## config.mk

```make
export PLATFORM = sky130hd
export DESIGN_NAME = f1_start_ctrl
export DESIGN_NICKNAME = d
export VERILOG_FILES = /design/src/rtl/f1_start_ctrl.sv
export SDC_FILE = /design/constraint.sdc
export NUM_CORES = 1
export LEC_CHECK = 0
export CAP_MARGIN = 40
export CORE_AREA = 10 10 96 98
export DETAILED_ROUTE_END_ITERATION = 8
export DIE_AREA = 0 0 106 108
export PLACE_DENSITY = 0.89
export SLEW_MARGIN = 20
export SYNTH_ARGS = -nofsm -noshare
export SYNTH_HDL_FRONTEND = slang
export SYNTH_SLANG_ARGS = --single-unit
export TNS_END_PERCENT = 30
```

## constraint.sdc

```tcl
create_clock -name clk -period 8.8 [get_ports clk]
set_input_delay 1.76 -clock clk [delete_from_list [all_inputs] [get_ports clk]]
set_output_delay 1.76 -clock clk [all_outputs]
set_load 0.1 [all_outputs]
```

## src/rtl/f1_start_ctrl.sv

```systemverilog
// Race-start sequencer: step ticks, light stepping, random hold, reaction timing.
// Define F1_FIXED_DELAY_EN to use a fixed HOLD_TICKS hold instead of the LFSR-derived one.
module f1_start_ctrl #(
    parameter int unsigned TICK_DIV   = 50_000_000,
    parameter int unsigned LFSR_W     = 7,
    parameter int unsigned HOLD_MASK  = 7,
    parameter int unsigned HOLD_TICKS = 3,
    parameter int unsigned REACT_W    = 16
) (
    input  logic               clk,
    input  logic               rst,
    input  logic               trigger,
    input  logic               react,
    output logic               light_step,
    output logic               light_rst,
    output logic [7:0]         lights,
    output logic               busy,
    output logic               result_valid,
    output logic [REACT_W-1:0] reaction_time,
    output logic               jump_start
);

    localparam int unsigned TICK_W   = $clog2(TICK_DIV);
    localparam int unsigned HOLD_MAX = (HOLD_MASK + 1 > HOLD_TICKS) ? HOLD_MASK + 1 : HOLD_TICKS;
    localparam int unsigned HOLD_W   = $clog2(HOLD_MAX + 1);

    typedef enum logic [2:0] {StIdle, StSeq, StHold, StGo, StDone} state_e;

    state_e              state_q, state_d;
    logic                trig_q;
    logic [LFSR_W-1:0]   lfsr_q, lfsr_d;
    logic [TICK_W-1:0]   tick_cnt_q, tick_cnt_d;
    logic [3:0]          step_cnt_q, step_cnt_d;
    logic [HOLD_W-1:0]   hold_cnt_q, hold_cnt_d;
    logic [REACT_W-1:0]  react_cnt_q, react_cnt_d;
    logic [7:0]          lights_q, lights_d;
    logic                light_step_q, light_step_d;
    logic                light_rst_q, light_rst_d;
    logic                busy_q;
    logic                result_valid_q, result_valid_d;
    logic [REACT_W-1:0]  reaction_time_q, reaction_time_d;
    logic                jump_start_q, jump_start_d;

    logic                trig_rise;
    logic                timing;
    logic                tick;
    logic [3:0]          step_next;
    logic [HOLD_W-1:0]   hold_init;

    assign trig_rise = trigger & ~trig_q;
    assign timing    = (state_q == StSeq) || (state_q == StHold);
    assign tick      = timing && (tick_cnt_q == TICK_W'(TICK_DIV - 1));
    assign step_next = step_cnt_q + 4'd1;

    // Fibonacci LFSR, taps on the top two bits; invertible, so it never reaches 0 from 1
    assign lfsr_d = {lfsr_q[LFSR_W-2:0], lfsr_q[LFSR_W-1] ^ lfsr_q[LFSR_W-2]};

`ifdef F1_FIXED_DELAY_EN
    assign hold_init = HOLD_W'(HOLD_TICKS);
`else
    assign hold_init = HOLD_W'(lfsr_q & LFSR_W'(HOLD_MASK)) + HOLD_W'(1);
`endif

    always_comb begin
        tick_cnt_d = '0;
        if (timing && (state_d == state_q) && !tick) begin
            tick_cnt_d = tick_cnt_q + TICK_W'(1);
        end
    end

    always_comb begin
        state_d         = state_q;
        step_cnt_d      = step_cnt_q;
        hold_cnt_d      = hold_cnt_q;
        react_cnt_d     = react_cnt_q;
        lights_d        = lights_q;
        light_step_d    = 1'b0;
        light_rst_d     = 1'b0;
        result_valid_d  = 1'b0;
        reaction_time_d = reaction_time_q;
        jump_start_d    = jump_start_q;

        case (state_q)
            StIdle, StDone: begin
                if (state_q == StIdle) begin
                    lights_d = 8'h00;
                end
                if (trig_rise) begin
                    state_d    = StSeq;
                    step_cnt_d = 4'd0;
                end
            end
            StSeq, StHold: begin
                // An early press beats any tick or transition on the same edge
                if (react) begin
                    state_d         = StDone;
                    lights_d        = 8'h00;
                    light_rst_d     = 1'b1;
                    reaction_time_d = '1;
                    jump_start_d    = 1'b1;
                    result_valid_d  = 1'b1;
                end else if (tick && state_q == StSeq) begin
                    step_cnt_d   = step_next;
                    lights_d     = 8'((9'd1 << step_next) - 9'd1);
                    light_step_d = 1'b1;
                    if (step_cnt_q == 4'd7) begin
                        state_d    = StHold;
                        hold_cnt_d = hold_init;
                    end
                end else if (tick) begin
                    if (hold_cnt_q == HOLD_W'(1)) begin
                        state_d      = StGo;
                        lights_d     = 8'h00;
                        light_step_d = 1'b1;
                        react_cnt_d  = '0;
                    end else begin
                        hold_cnt_d = hold_cnt_q - HOLD_W'(1);
                    end
                end
            end
            StGo: begin
                if (react) begin
                    state_d         = StDone;
                    reaction_time_d = react_cnt_q;
                    result_valid_d  = 1'b1;
                    jump_start_d    = 1'b0;
                end else if (react_cnt_q != {REACT_W{1'b1}}) begin
                    react_cnt_d = react_cnt_q + REACT_W'(1);
                end
            end
            default: state_d = StIdle;
        endcase
    end

    always_ff @(posedge clk or posedge rst) begin
        if (rst) begin
            state_q         <= StIdle;
            trig_q          <= 1'b1;
            lfsr_q          <= LFSR_W'(1);
            tick_cnt_q      <= '0;
            step_cnt_q      <= 4'd0;
            hold_cnt_q      <= '0;
            react_cnt_q     <= '0;
            lights_q        <= 8'h00;
            light_step_q    <= 1'b0;
            light_rst_q     <= 1'b0;
            busy_q          <= 1'b0;
            result_valid_q  <= 1'b0;
            reaction_time_q <= '0;
            jump_start_q    <= 1'b0;
        end else begin
            state_q         <= state_d;
            trig_q          <= trigger;
            lfsr_q          <= lfsr_d;
            tick_cnt_q      <= tick_cnt_d;
            step_cnt_q      <= step_cnt_d;
            hold_cnt_q      <= hold_cnt_d;
            react_cnt_q     <= react_cnt_d;
            lights_q        <= lights_d;
            light_step_q    <= light_step_d;
            light_rst_q     <= light_rst_d;
            busy_q          <= (state_d == StSeq) || (state_d == StHold) || (state_d == StGo);
            result_valid_q  <= result_valid_d;
            reaction_time_q <= reaction_time_d;
            jump_start_q    <= jump_start_d;
        end
    end

    assign light_step    = light_step_q;
    assign light_rst     = light_rst_q;
    assign lights        = lights_q;
    assign busy          = busy_q;
    assign result_valid  = result_valid_q;
    assign reaction_time = reaction_time_q;
    assign jump_start    = jump_start_q;

endmodule

```

==> results by group <==
Timing
  – Clock skew: 0.01512 ns
  – Setup-failing EPs final: 0
  – Setup tns final: 0 ns
  – Final min period: 3.528 ns
  – Fmax: 0.2835 GHz
  – Final Max Tran Viols: 0
  – Tcrit/Tclk final: 40.09%
  – RSZ-0062 raised after global routing: no
  – Final hold violation count: 0
  – Max_slew headroom: 58.60%
  – Worst-Margin Slew: 0.6166 ns

Logic synthesis
  – FFs w/ async S/R, synth: 100.0%
  – Post-synth top flop: dfrtp_1
  – Yosys warning count: 0
  – Synth top area share: 48.85%
  – Post-synth cell types: 62
  – Sequential cell area fraction in the yosys report: 50.01%
  – Most numerous cell in the Yosys netlist: dfrtp_1
  – Cell Area, Synth: ~4500 sq um
  – Mapped Nets: 467
  – Area leader, netlist: dfrtp_1
  – Synth top cells by count: dfrtp_1 (88), nor2_1 (52), nand2_1 (30), nand3_1 (29), inv_1 (22)
  – Yosys reg bits: 90
  – Synth area leaders: dfrtp_1 (49%), nor2_1 (4.3%), xnor2_1 (3.5%)
  – Avg Inst Size Synth: 9.974 sq um
  – EDFF count, synth: 0
  – Syn Inst Count: 452

Drt
  – Vias: approximately 3800
  – Final WL: 10.51 mm
  – Vias/cell: 6.208
  – Drt initial violations: 306
  – Drt first pass iters: 6
  – Antenna-violating nets left: 0
  – WL/cell: 16.98 um
  – DRC Markers: 0

Clock network
  – # Post-CTS Setup Buffers: 0
  – Skew-Pair Late Insertion Delay: 0.37 ns
  – Clock sinks: 90
  – Clk slew on worst S/H paths: about 0.09 ns
  – CTS max path bufs: 2
  – CTS root buf: clkbuf_8
  – TritonCTS clock tree: yes
  – Post-CTS resize count: 0
  – Inserted Clock Buffers: 9
  – # hold bufs at CTS: 0
  – H-tree depth: 3

GRT
  – First-pass GRT wire length: 17.95 mm
  – Largest net degree at the start of global routing: 53
  – Vias in the first global route: approximately 3700
  – Initial antenna violation count: 0
  – GRT Total Usage: 18.94%
  – Remaining global-route overflow: 0

Finish
  – Final instance area: 5603 sq um
  – Final-stage net count: 527
  – Syn-to-layout area delta: 24.29%
  – Layout cells sized above 1: 12.57%
  – # diodes: 0

Critical path
  – Crit path arrival time: about 3.8 ns
  – Reg-to-Reg End: lights[6]
  – FF-to-FF setup slack: 6.21 ns
  – CP Class: in2reg
  – Setup crit end: react_cnt_q[12]
  – Critical Path Fanout Max: 12
  – Reg2reg start: step_cnt_q[0]
  – Worst r2r path cells: 10
  – Critical path endpoint category: register
  – CP required: 9.11 ns
  – Worst setup path startpoint: react
  – Startpoint Class: primary input

Die
  – Initial core utilization: between 60 and 70%
  – Core area: 7447 sq um
  – I/O pin count: 33
  – Die area: 11450 sq um
  – # rows: 32
  – Die X: 106 um
  – Die H: 108 um

Hold path
  – Hold Path Class: reg2reg

Pwr
  – Pwr Density: 135.6 nW/um^2
  – Leak Pwr: about 0.0023 uW
  – Peak supply drop: 0.09919 mV

Placed design
  – Placed Area: 5419 sq um
  – DP Wirelength: 7.369 mm
  – Port Buf Inserts: 32
  – GPL Wtd Cong: 0.9247

Job
  – Number of max-cap violations: 0

Run status
  – Status: completed
==> logic make-up (layout without fill, tap and decap cells) <==
logic type / after synthesis / count (layout) / synth area share (%)
simple gates: 180 / 180 / 20.73
compound gates: 94 / 94 / 15.04
flops: 90 / 90 / 50.01
buf+inv: 41 / 106 / 3.858
xor+xnor: 30 / 30 / 5.828
fa+ha+maj: 11 / 11 / 3.053
mux: 6 / 6 / 1.471
==> per-stage QoR <==
step	setup WS [ns]	total power (uW)	utilization, %	std cells	hold slack (ns)
floorplan	4.708	478.8	-	452	0.3312
global route	5.238	786.9	75.24	619	0.3647
finish	5.272	759.7	75.24	619	0.3558
detailed placement	4.833	507.1	72.77	602	0.3373
CTS	5.227	763.8	75.17	618	0.3589
global placement	5.035	492.9	65.71	570	0.3381
==> final cells by class <==
type,count,area (sq um)
fill,505,1844
inverter,22,83.83
tap,102,127.6
multi-input combinational,321,2085
clock inverter,6,51.30
timing repair buffer,68,873.3
clock buffer,10,127.6
sequential,90,2255
==> cell usage in the layout (no fill, tap or decap), types with 7 or more instances in the layout <==
master / n
xor2_1: 12
nor3_1: 7
nand2_1: 30
clkbuf_8: 9
and3_1: 9
a21oi_1: 9
buf_8: 27
nor2_1: 52
xnor2_1: 18
nand3_1: 29
clkdlybuf4s50_1: 32
ha_1: 11
o22a_1: 16
inv_1: 21
o21ai_0: 17
nand4_1: 10
dfrtp_1: 88
==> registers in the layout, summed over array words and instances, names as in the netlist <==
signal         flops
tick_cnt_q        26
react_cnt_q       16
reaction_time     16
lights             8
lfsr_q             7
hold_cnt_q         4
step_cnt_q         4
state_q            3
busy               1
jump_start         1
light_rst          1
light_step         1
result_valid       1
trig_q             1
==> critical path, cell delays in order <==
cell and delay, ns:
clkdlybuf4s50_1 0.47, nor2_1 0.40, nand3_1 0.45, or4_1 0.64, nand3_1 0.11
==> where the power goes <==
| group | switching (uW) | leakage (uW) | total [uW] | internal, uW |
|---|---|---|---|---|
| Sequential | 6.19 | 0.00110 | 425 | 418 |
| Combinational | 49.6 | 0.00111 | 75.0 | 25.3 |
| Clock | 154 | 0.0000870 | 260 | 106 |
| Total | 210 | 0.00229 | 760 | 549 |
==> metal layers <==
layer	global-route usage, %	part of all wire, %	vias up
met5	0	0	-
met4	7.737	2.3	0
met3	4.045	6.0	28
met2	30.83	50	166
met1	24.20	42	1899
li1	-	-	1750
==> worst min path at each step <==
stage                    from         to  slack (ns)  cells past startpoint
floorplan           lfsr_q[3]  lfsr_q[4]        0.33                      0
global placement    lfsr_q[3]  lfsr_q[4]        0.34                      0
detailed placement  lfsr_q[3]  lfsr_q[4]        0.34                      0
CTS                 lfsr_q[3]  lfsr_q[4]        0.36                      0
global route        lfsr_q[4]  lfsr_q[5]        0.36                      0
finish              lfsr_q[3]  lfsr_q[4]        0.36                      0
(Power assumes the default switching activity.)
